===== src/rtl/retospect_neuron_cell.sv =====
// retospect_neuron_cell: leaky integrate-and-fire neuron with signed dendrite
// weights, programmable threshold and refractory period, saturating membrane
// potential, and a daisy-chained shift-register configuration.
module retospect_neuron_cell #(
  parameter int N_DEND   = 4,
  parameter int W_BITS   = 4,
  parameter int P_BITS   = 6,
  parameter int R_BITS   = 3,
  parameter int SEL_BITS = 3
) (
  input  logic                     clk,
  input  logic                     reset,
  input  logic                     reset_nn,
  input  logic                     config_en,
  input  logic                     bs_in,
  output logic                     bs_out,
  input  logic [2**SEL_BITS-1:0]   clockbus,
  input  logic [N_DEND-1:0]        dendrite,
  output logic                     axon
);

  localparam int L      = N_DEND*W_BITS + P_BITS + R_BITS + SEL_BITS;
  localparam int SUM_W  = W_BITS + $clog2(N_DEND) + 1;
  localparam int NXT_W  = ((P_BITS + 1 > SUM_W) ? P_BITS + 1 : SUM_W) + 1;
  localparam int V_MAX  = 2**P_BITS - 1;
  localparam logic signed [NXT_W-1:0] SAT_HI = NXT_W'(V_MAX);

  typedef enum logic {INTEG = 1'b0, REFR = 1'b1} state_t;

  // Configuration chain, w[0] in the MSBs, decay_sel in the LSBs.
  logic [L-1:0]        r_chain;
  state_t              r_state;
  logic [P_BITS-1:0]   r_v;
  logic [R_BITS-1:0]   r_cnt;
  logic                r_axon;

  state_t              w_state_nxt;
  logic [P_BITS-1:0]   w_v_nxt;
  logic [R_BITS-1:0]   w_cnt_nxt;
  logic                w_axon_nxt;

  logic signed [W_BITS-1:0] w_wt [N_DEND];
  logic [P_BITS-1:0]   w_thr;
  logic [R_BITS-1:0]   w_refr;
  logic [SEL_BITS-1:0] w_dsel;
  logic signed [SUM_W-1:0] w_sum;
  logic                w_leak;
  logic [P_BITS-1:0]   w_vl;
  logic signed [NXT_W-1:0] w_nxt_raw;
  logic [P_BITS-1:0]   w_nxt;
  logic                w_fire;

  // Clamp a signed candidate potential into [0, 2**P_BITS-1].
  function automatic logic [P_BITS-1:0] sat_pot(input logic signed [NXT_W-1:0] x);
    if (x[NXT_W-1])
      return '0;
    else if (x > SAT_HI)
      return P_BITS'(V_MAX);
    else
      return x[P_BITS-1:0];
  endfunction

  genvar g;
  for (g = 0; g < N_DEND; g++) begin : g_wt
    assign w_wt[g] = r_chain[L-1-g*W_BITS -: W_BITS];
  end

  assign w_thr  = r_chain[R_BITS+SEL_BITS +: P_BITS];
  assign w_refr = r_chain[SEL_BITS +: R_BITS];
  assign w_dsel = r_chain[SEL_BITS-1:0];
  assign bs_out = r_chain[0];
  assign axon   = r_axon;

  // Signed sum of the weights of all active dendrites; wide enough never to wrap.
  always_comb begin
    w_sum = '0;
    for (int i = 0; i < N_DEND; i++) begin
      if (dendrite[i])
        w_sum = w_sum + {{(SUM_W-W_BITS){w_wt[i][W_BITS-1]}}, w_wt[i]};
    end
  end

  // Leak halves the potential before the synaptic sum is added.
  assign w_leak    = clockbus[w_dsel];
  assign w_vl      = w_leak ? (r_v >> 1) : r_v;
  assign w_nxt_raw = {{(NXT_W-P_BITS){1'b0}}, w_vl} + {{(NXT_W-SUM_W){w_sum[SUM_W-1]}}, w_sum};
  assign w_nxt     = sat_pot(w_nxt_raw);
  assign w_fire    = (w_nxt >= w_thr);

  // Shift the configuration chain one bit right while config_en is high.
  always_ff @(posedge clk) begin
    if (reset)
      r_chain <= '0;
    else if (!reset_nn && config_en)
      r_chain <= {bs_in, r_chain[L-1:1]};
  end

  // Neuron state register.
  always_ff @(posedge clk) begin
    if (reset) begin
      r_state <= INTEG;
      r_v     <= '0;
      r_cnt   <= '0;
      r_axon  <= 1'b0;
    end else begin
      r_state <= w_state_nxt;
      r_v     <= w_v_nxt;
      r_cnt   <= w_cnt_nxt;
      r_axon  <= w_axon_nxt;
    end
  end

  // Next state: soft reset, configuration hold, integrate/fire, refractory countdown.
  always_comb begin
    w_state_nxt = r_state;
    w_v_nxt     = r_v;
    w_cnt_nxt   = r_cnt;
    w_axon_nxt  = 1'b0;
    if (reset_nn) begin
      w_state_nxt = INTEG;
      w_v_nxt     = P_BITS'(1);
      w_cnt_nxt   = '0;
    end else if (!config_en) begin
      case (r_state)
        INTEG: begin
          if (w_fire) begin
            w_axon_nxt = 1'b1;
            w_v_nxt    = '0;
            if (w_refr != '0) begin
              w_state_nxt = REFR;
              w_cnt_nxt   = w_refr;
            end
          end else begin
            w_v_nxt = w_nxt;
          end
        end
        REFR: begin
          w_v_nxt = '0;
          if (r_cnt <= R_BITS'(1)) begin
            w_state_nxt = INTEG;
            w_cnt_nxt   = '0;
          end else begin
            w_cnt_nxt = r_cnt - 1'b1;
          end
        end
        default: begin
          w_state_nxt = INTEG;
          w_cnt_nxt   = '0;
        end
      endcase
    end
  end

endmodule


===== config.mk =====
export PLATFORM = sky130hd
export DESIGN_NAME = retospect_neuron_cell
export DESIGN_NICKNAME = d
export VERILOG_FILES = /design/src/rtl/retospect_neuron_cell.sv
export SDC_FILE = /design/constraint.sdc
export NUM_CORES = 1
export LEC_CHECK = 0
export CAP_MARGIN = 0
export CORE_MARGIN = 3
export CORE_UTILIZATION = 66
export CTS_BUF_LIST = sky130_fd_sc_hd__clkbuf_8
export DETAILED_ROUTE_END_ITERATION = 8
export PLACE_DENSITY = 0.93
export SLEW_MARGIN = 10
export SYNTH_ARGS = -nofsm -noshare
export SYNTH_HDL_FRONTEND = slang
export SYNTH_SLANG_ARGS = --single-unit

===== constraint.sdc =====
create_clock -name clk -period 16.46 [get_ports clk]
set_input_delay 3.292 -clock clk [delete_from_list [all_inputs] [get_ports clk]]
set_output_delay 3.292 -clock clk [all_outputs]
set_load 0.1 [all_outputs]

; Word-level counts from Yosys, hierarchy flattened
; Index checks and enable logic that the tools add are counted.
[word_totals]
register_bits = 39
latchBits = 0
ram_bits = 0
rom_bits = 0
in_bits = 17
memories = 0
[op_classes]
n_addsub = 5
multipliers = 0
div_mod_pow = 0
order_cmp = 4
n_eq_ne = 3
shift = 0
n_mux = 22
bitwise = 2
reduce_logical = 6
[op_table]
columns = operator, n
row1 = 7-bit 2-to-1 mux, 4
row2 = 6-bit 2-to-1 mux, 4
row3 = 7-bit adder, 3
row4 = 6-bit one-hot mux with 2 select lines, 1
row5 = 3-bit 2-to-1 mux, 3
row6 = 7-bit by 7-bit adder with 8-bit output, 1
row7 = "8-bit by 7-bit > comparator with 1-bit output, second input constant", 1
row8 = 1-bit 2-to-1 mux, 7
row9 = 6-bit >= comparator, 1
row10 = "2-bit != test, second input constant", 3
row11 = 3-bit one-hot mux with 2 select lines, 1
row12 = "3-bit by 4-bit < comparator with 1-bit output, second input constant", 1
row13 = 4-bit OR reduction, 1
row14 = 1-bit binary-select mux with 3-bit select, 1
row15 = "3-bit by 1-bit less-or-equal comparator with 1-bit output, second input constant", 1
row16 = 3-bit AND reduction, 1
row17 = 3-bit nonzero test, 1
row18 = "3-bit by 1-bit subtractor with 3-bit output, second input constant", 1
row19 = 1-bit NOT, 2
row20 = 1-bit one-hot mux with 2 select lines, 1
row21 = 2-bit OR reduction, 1
row22 = 1-bit logical AND, 1
row23 = 1-bit logical NOT, 1

; Longest topological paths before layout
[depth]
ltp_word = 16
ltp_mapped = 33
mapped_depth_nobuf = 33

; Worst setup path before layout
; No wires, ideal clock.
[synth_timing]
path_type = in2reg
from = input port dendrite[0]
to = register r_cnt[1]
arrival_time_ns = 9.223
path_slack_ns = 7.152
path_stages = 30
path_cell_list = and2_1 -> ha_1 -> fa_1 -> nand2_1 -> o21ai_0 -> inv_1 -> fa_1 -> xnor2_1 -> mux2_2 -> ha_1 -> a21oi_1 -> xnor2_1 -> mux2_2 -> ha_1 -> o21ai_0 -> o21ba_2 -> o21a_1 -> nor2_1 -> nand2_1 -> mux2i_4 -> o21ai_0 -> ha_1 -> nand2b_1 -> a21o_1 -> a21o_1 -> a211o_1 -> a21oi_2 -> a221o_1 -> a211oi_1 -> a211oi_1
[synth_between]
elab_chain_len = 14
[synth_rtl]
columns = item, line_no
row1 = start: declaration, 18  ; input logic [N_DEND-1:0] dendrite,
row2 = 7-bit 2-to-1 mux *, 78  ; if (dendrite[i])
row3 = 7-bit adder, 79  ; w_sum = w_sum + {{(SUM_W-W_BITS){w_wt[i][W_BITS-1]}}, w_wt[i]};
row4 = 7-bit 2-to-1 mux *, 78
row5 = 7-bit adder, 79
row6 = 7-bit 2-to-1 mux *, 78
row7 = 7-bit adder, 79
row8 = 7-bit 2-to-1 mux *, 78
row9 = 7-bit by 7-bit adder with 8-bit output *, 86  ; assign w_nxt_raw = {{(NXT_W-P_BITS){1'b0}}, w_vl} + {{(NXT_W-SUM_W){w_sum[SUM_W-1]}}, w_sum};
row10 = 8-bit by 7-bit > comparator with 1-bit output, 57  ; else if (x > SAT_HI)
row11 = 6-bit 2-to-1 mux, 57
row12 = 6-bit 2-to-1 mux *, 55  ; if (x[NXT_W-1])
row13 = 6-bit >= comparator *, 88  ; assign w_fire = (w_nxt >= w_thr);
row14 = 2-bit != test (no source line) *, n/a
row15 = 3-bit AND reduction (no source line) *, n/a
row16 = end signal: assignment, 108  ; r_cnt <= w_cnt_nxt;
row17 = end: declaration, 34  ; logic [R_BITS-1:0] r_cnt;
; Every way passes the cells marked *; elsewhere a longest branch is shown, timed or not.
; A chain may end at the register's enable or synchronous reset.

; Worst setup path in the final report
[layout_timing]
from = input port dendrite[0]
to = register r_cnt[0]
; Same word-level chain as after synthesis.

==> results.sh <==
export IMPL_status="finished clean"
export IMPL_power_total_uw=224
export IMPL_biggest_cell_delay_along_the_critical_path_ns=0.49
export IMPL_critical_path_most_common_cell="sky130_fd_sc_hd__ha_1"
export IMPL_rsz0062_at_grt="false"
export IMPL_worst_setup_path_start_kind="input port"
export IMPL_async_reset_ff_share_pct=0
export IMPL_drv_max_cap_violation_count=0
export IMPL_synth_area_top_cells="sky130_fd_sc_hd__dfxtp_1 27%, sky130_fd_sc_hd__ha_1 13%, sky130_fd_sc_hd__nand2_1 8.6%"
export IMPL_synth_net_count=408
export IMPL_core_um2=4090
export IMPL_cts_root_buf="sky130_fd_sc_hd__clkbuf_8"
export IMPL_timing_critical_path_to_type="flop"
export IMPL_final_period_utilization_pct=62.4
export IMPL_maxSlewViolCount=0
export IMPL_tritoncts_num_buffers=5
export IMPL_globalRouteOverflowTotal=0
export IMPL_grt_antenna_before_repair=0
export IMPL_drt_iter0_drc=193
export IMPL_cp_data_required_time_ns=16.67
export IMPL_crit_path_start="dendrite[0]"
export IMPL_drt_drc_violations_left=0
export IMPL_synth_seq_area_share_pct=27.2
export IMPL_syn_cell_area_um2=2870
export IMPL_setup_tns_final_ns=0
export IMPL_synth_enable_flop_cells=0
export IMPL_arrival_time_worst_endpoint_ns=10.48
export IMPL_cts_repair_timing_setup_buffer_count=0
export IMPL_clock_insertion_delay_worst_skew_ns=0.30
export IMPL_vias_after_detailed_routing=2607
export IMPL_worstHoldPathCells=2
export IMPL_yosys_area_top_type="sky130_fd_sc_hd__dfxtp_1"
export IMPL_power_per_cell_area_nw_per_um2=69.7
export IMPL_initial_utilization_pct=70.2
export IMPL_place_port_buffers=18
export IMPL_setup_worst_path_class="in2reg"
export IMPL_cts_reportedPaths_clkPinSlew_ns=0.07
export IMPL_ios=19
export IMPL_rrSetupSlack_ns=9.36
export IMPL_grt_start_max_net_pins=32
export IMPL_floorplan_rows=23
export IMPL_die_h_um=71.9
export IMPL_critical_path_slowest_cell="sky130_fd_sc_hd__fa_1"
export IMPL_wl_per_cell_um=15.6
export IMPL_worstReg2RegStart="r_chain[24]$_SDFFE_PP0P_"
export IMPL_most_common_layout_cells="66 x sky130_fd_sc_hd__nand2_1, 45 x sky130_fd_sc_hd__a21oi_1, 39 x sky130_fd_sc_hd__dfxtp_1"
export IMPL_layout_commonest_cell="sky130_fd_sc_hd__nand2_1"
export IMPL_worstMarginPinSlew_ns=1.08
export IMPL_tritoncts_clock_tree="built"
export IMPL_final_setup_viol_count=0
export IMPL_post_synth_num_cell_types=47
export IMPL_gpl_wtd_cong=0.863
export IMPL_ys_warn_count=0
export IMPL_power_leakage_uw=0.00129
export IMPL_global_route_wire_length_before_repair_um=11300
export IMPL_timing_slew_headroom_pct=27.7
export IMPL_path_max_fanout=6
export IMPL_first_global_vias=2523
export IMPL_grt_use_total_pct=27.7
export IMPL_synthFlopType="sky130_fd_sc_hd__dfxtp_1"
export IMPL_report_final_hold_viol_count=0
export IMPL_die_area_um2=5180
export IMPL_antenna_cells_inserted=0
export IMPL_maximum_vdd_ir_drop_mv=0.0666
export IMPL_cts_num_sinks=39
export IMPL_achievable_frequency_mhz=97.4
export IMPL_period_needed_ns=10.27
export IMPL_avg_synthesized_cell_area_um2=8.04
export IMPL_die_w_um=71.9
export IMPL_post_cts_resize_count=0
export IMPL_worst_setup_path_endpoint="r_cnt[0]$_SDFFE_PP0P_"
export IMPL_detailed_place_hpwl_um=4650
export IMPL_cts_max_path_buffers=2
export IMPL_r2r_cells=30
export IMPL_routed_wirelength_um=6580
export IMPL_worst_reg2reg_endpoint="r_cnt[0]$_SDFFE_PP0P_"
export IMPL_drt_vias_per_instance=6.19
export IMPL_htreeDepth=2
export IMPL_synth_largest_type_area_fraction_pct=27.2
export IMPL_detail_route_antenna_nets=0
export IMPL_post_route_cells_drive_above_1_share_pct=10.5
export IMPL_total_iterations_of_the_first_detailed_routing_run=5
export IMPL_fin_nets=421
export IMPL_clock_skew_final_ns=0.00680
export IMPL_hold_buffers=0
export IMPL_post_synth_inst_count=357
export IMPL_area_delta_synth_final_pct=11.8
export IMPL_hold_removal_path_class="reg2reg"
export IMPL_synth_seq_cells=39
-- area by class of cell --
type                       instances  area, um^2
multi-input combinational        284        1960
fill                             269         878
sequential                        39         781
timing repair buffer              19         188
inverter                          21        78.8
clock buffer                       5        68.8
clock inverter                     3        67.6
tap                               50        62.6
-- flip-flops by register name, indices dropped and copies added (netlist names) --
register,flops
r_cnt,3
r_chain,28
r_v,6
axon,1
r_state,1
-- power by group --
part	switching, uW	internal [uW]
clock	34.5	60.4
sequential	0.456	95.0
combinational	19.2	14.2
-- per-layer routing --
| metal | track usage [%] | wire length [um] | up-vias |
|---|---|---|---|
| li1 | - | - | 1265 |
| met1 | 32.5 | 2690 | 1215 |
| met2 | 48.5 | 3230 | 92 |
| met3 | 5.54 | 413 | 35 |
| met4 | 12.9 | 242 | 0 |
| met5 | 0 | 0 | - |
-- worst min-delay path by stage --
stage                                   startpoint                       end  slack, ns
final                     r_chain[10]$_SDFFE_PP0P_   r_chain[9]$_SDFFE_PP0P_       0.48
after global routing      r_chain[10]$_SDFFE_PP0P_   r_chain[9]$_SDFFE_PP0P_       0.50
after CTS                 r_chain[11]$_SDFFE_PP0P_  r_chain[10]$_SDFFE_PP0P_       0.48
after detailed placement   r_chain[9]$_SDFFE_PP0P_   r_chain[9]$_SDFFE_PP0P_       0.46
after global placement     r_chain[9]$_SDFFE_PP0P_   r_chain[8]$_SDFFE_PP0P_       0.45
after floorplan           r_chain[27]$_SDFFE_PP0P_  r_chain[26]$_SDFFE_PP0P_       0.44
-- cells in the mapped netlist, drive strengths merged (2+ instances only) --
cell type  instances
inv               21
a211oi             7
mux2              14
nor2b              3
xor2               3
dfxtp             39
nand4              4
o21ai             17
and2               4
nand2b             5
mux2i              4
a211o              2
o21a               2
buf                4
fa                 4
xnor2              9
mux4               2
nand3              5
nor3               4
a21o               8
ha                30
nor2              27
a31oi              2
o21bai             3
nand2             66
a21oi             47
clkbuf             9
-- cell families after synthesis --
| family | count (synthesis) | share of synthesized area (%) |
|---|---|---|
| flops | 39 | 27.2 |
| simple gates | 123 | 18.9 |
| fa+ha+maj | 34 | 15.9 |
| buf+inv | 34 | 4.45 |
| mux | 20 | 8.89 |
| xor+xnor | 13 | 4.49 |
| compound gates | 94 | 20.2 |
-- per-stage QoR --
step / cell area, um^2 / std cells / hold WS (ns) / utilization, % / setup WS [ns]
2_1_floorplan: 2870 / 357 / 0.440 / - / 7.15
3_3_place_gp: 3070 / 413 / 0.451 / 75.2 / 6.46
3_5_place_dp: 3070 / 413 / 0.464 / 75.2 / 6.08
4_1_cts: 3210 / 421 / 0.481 / 78.5 / 6.30
5_1_grt: 3210 / 421 / 0.500 / 78.5 / 5.74
6_report: 3210 / 421 / 0.479 / 78.5 / 6.19
-- critical path, delay by kind of cell --
kind	cells	cell delay [ns]
compound gates	15	3.12
simple gates	5	0.79
buf+inv	2	0.57
mux	2	0.51
fa+ha+maj	6	2.10
xor+xnor	1	0.08
No activity file was read; power rests on OpenSTA's default activity.
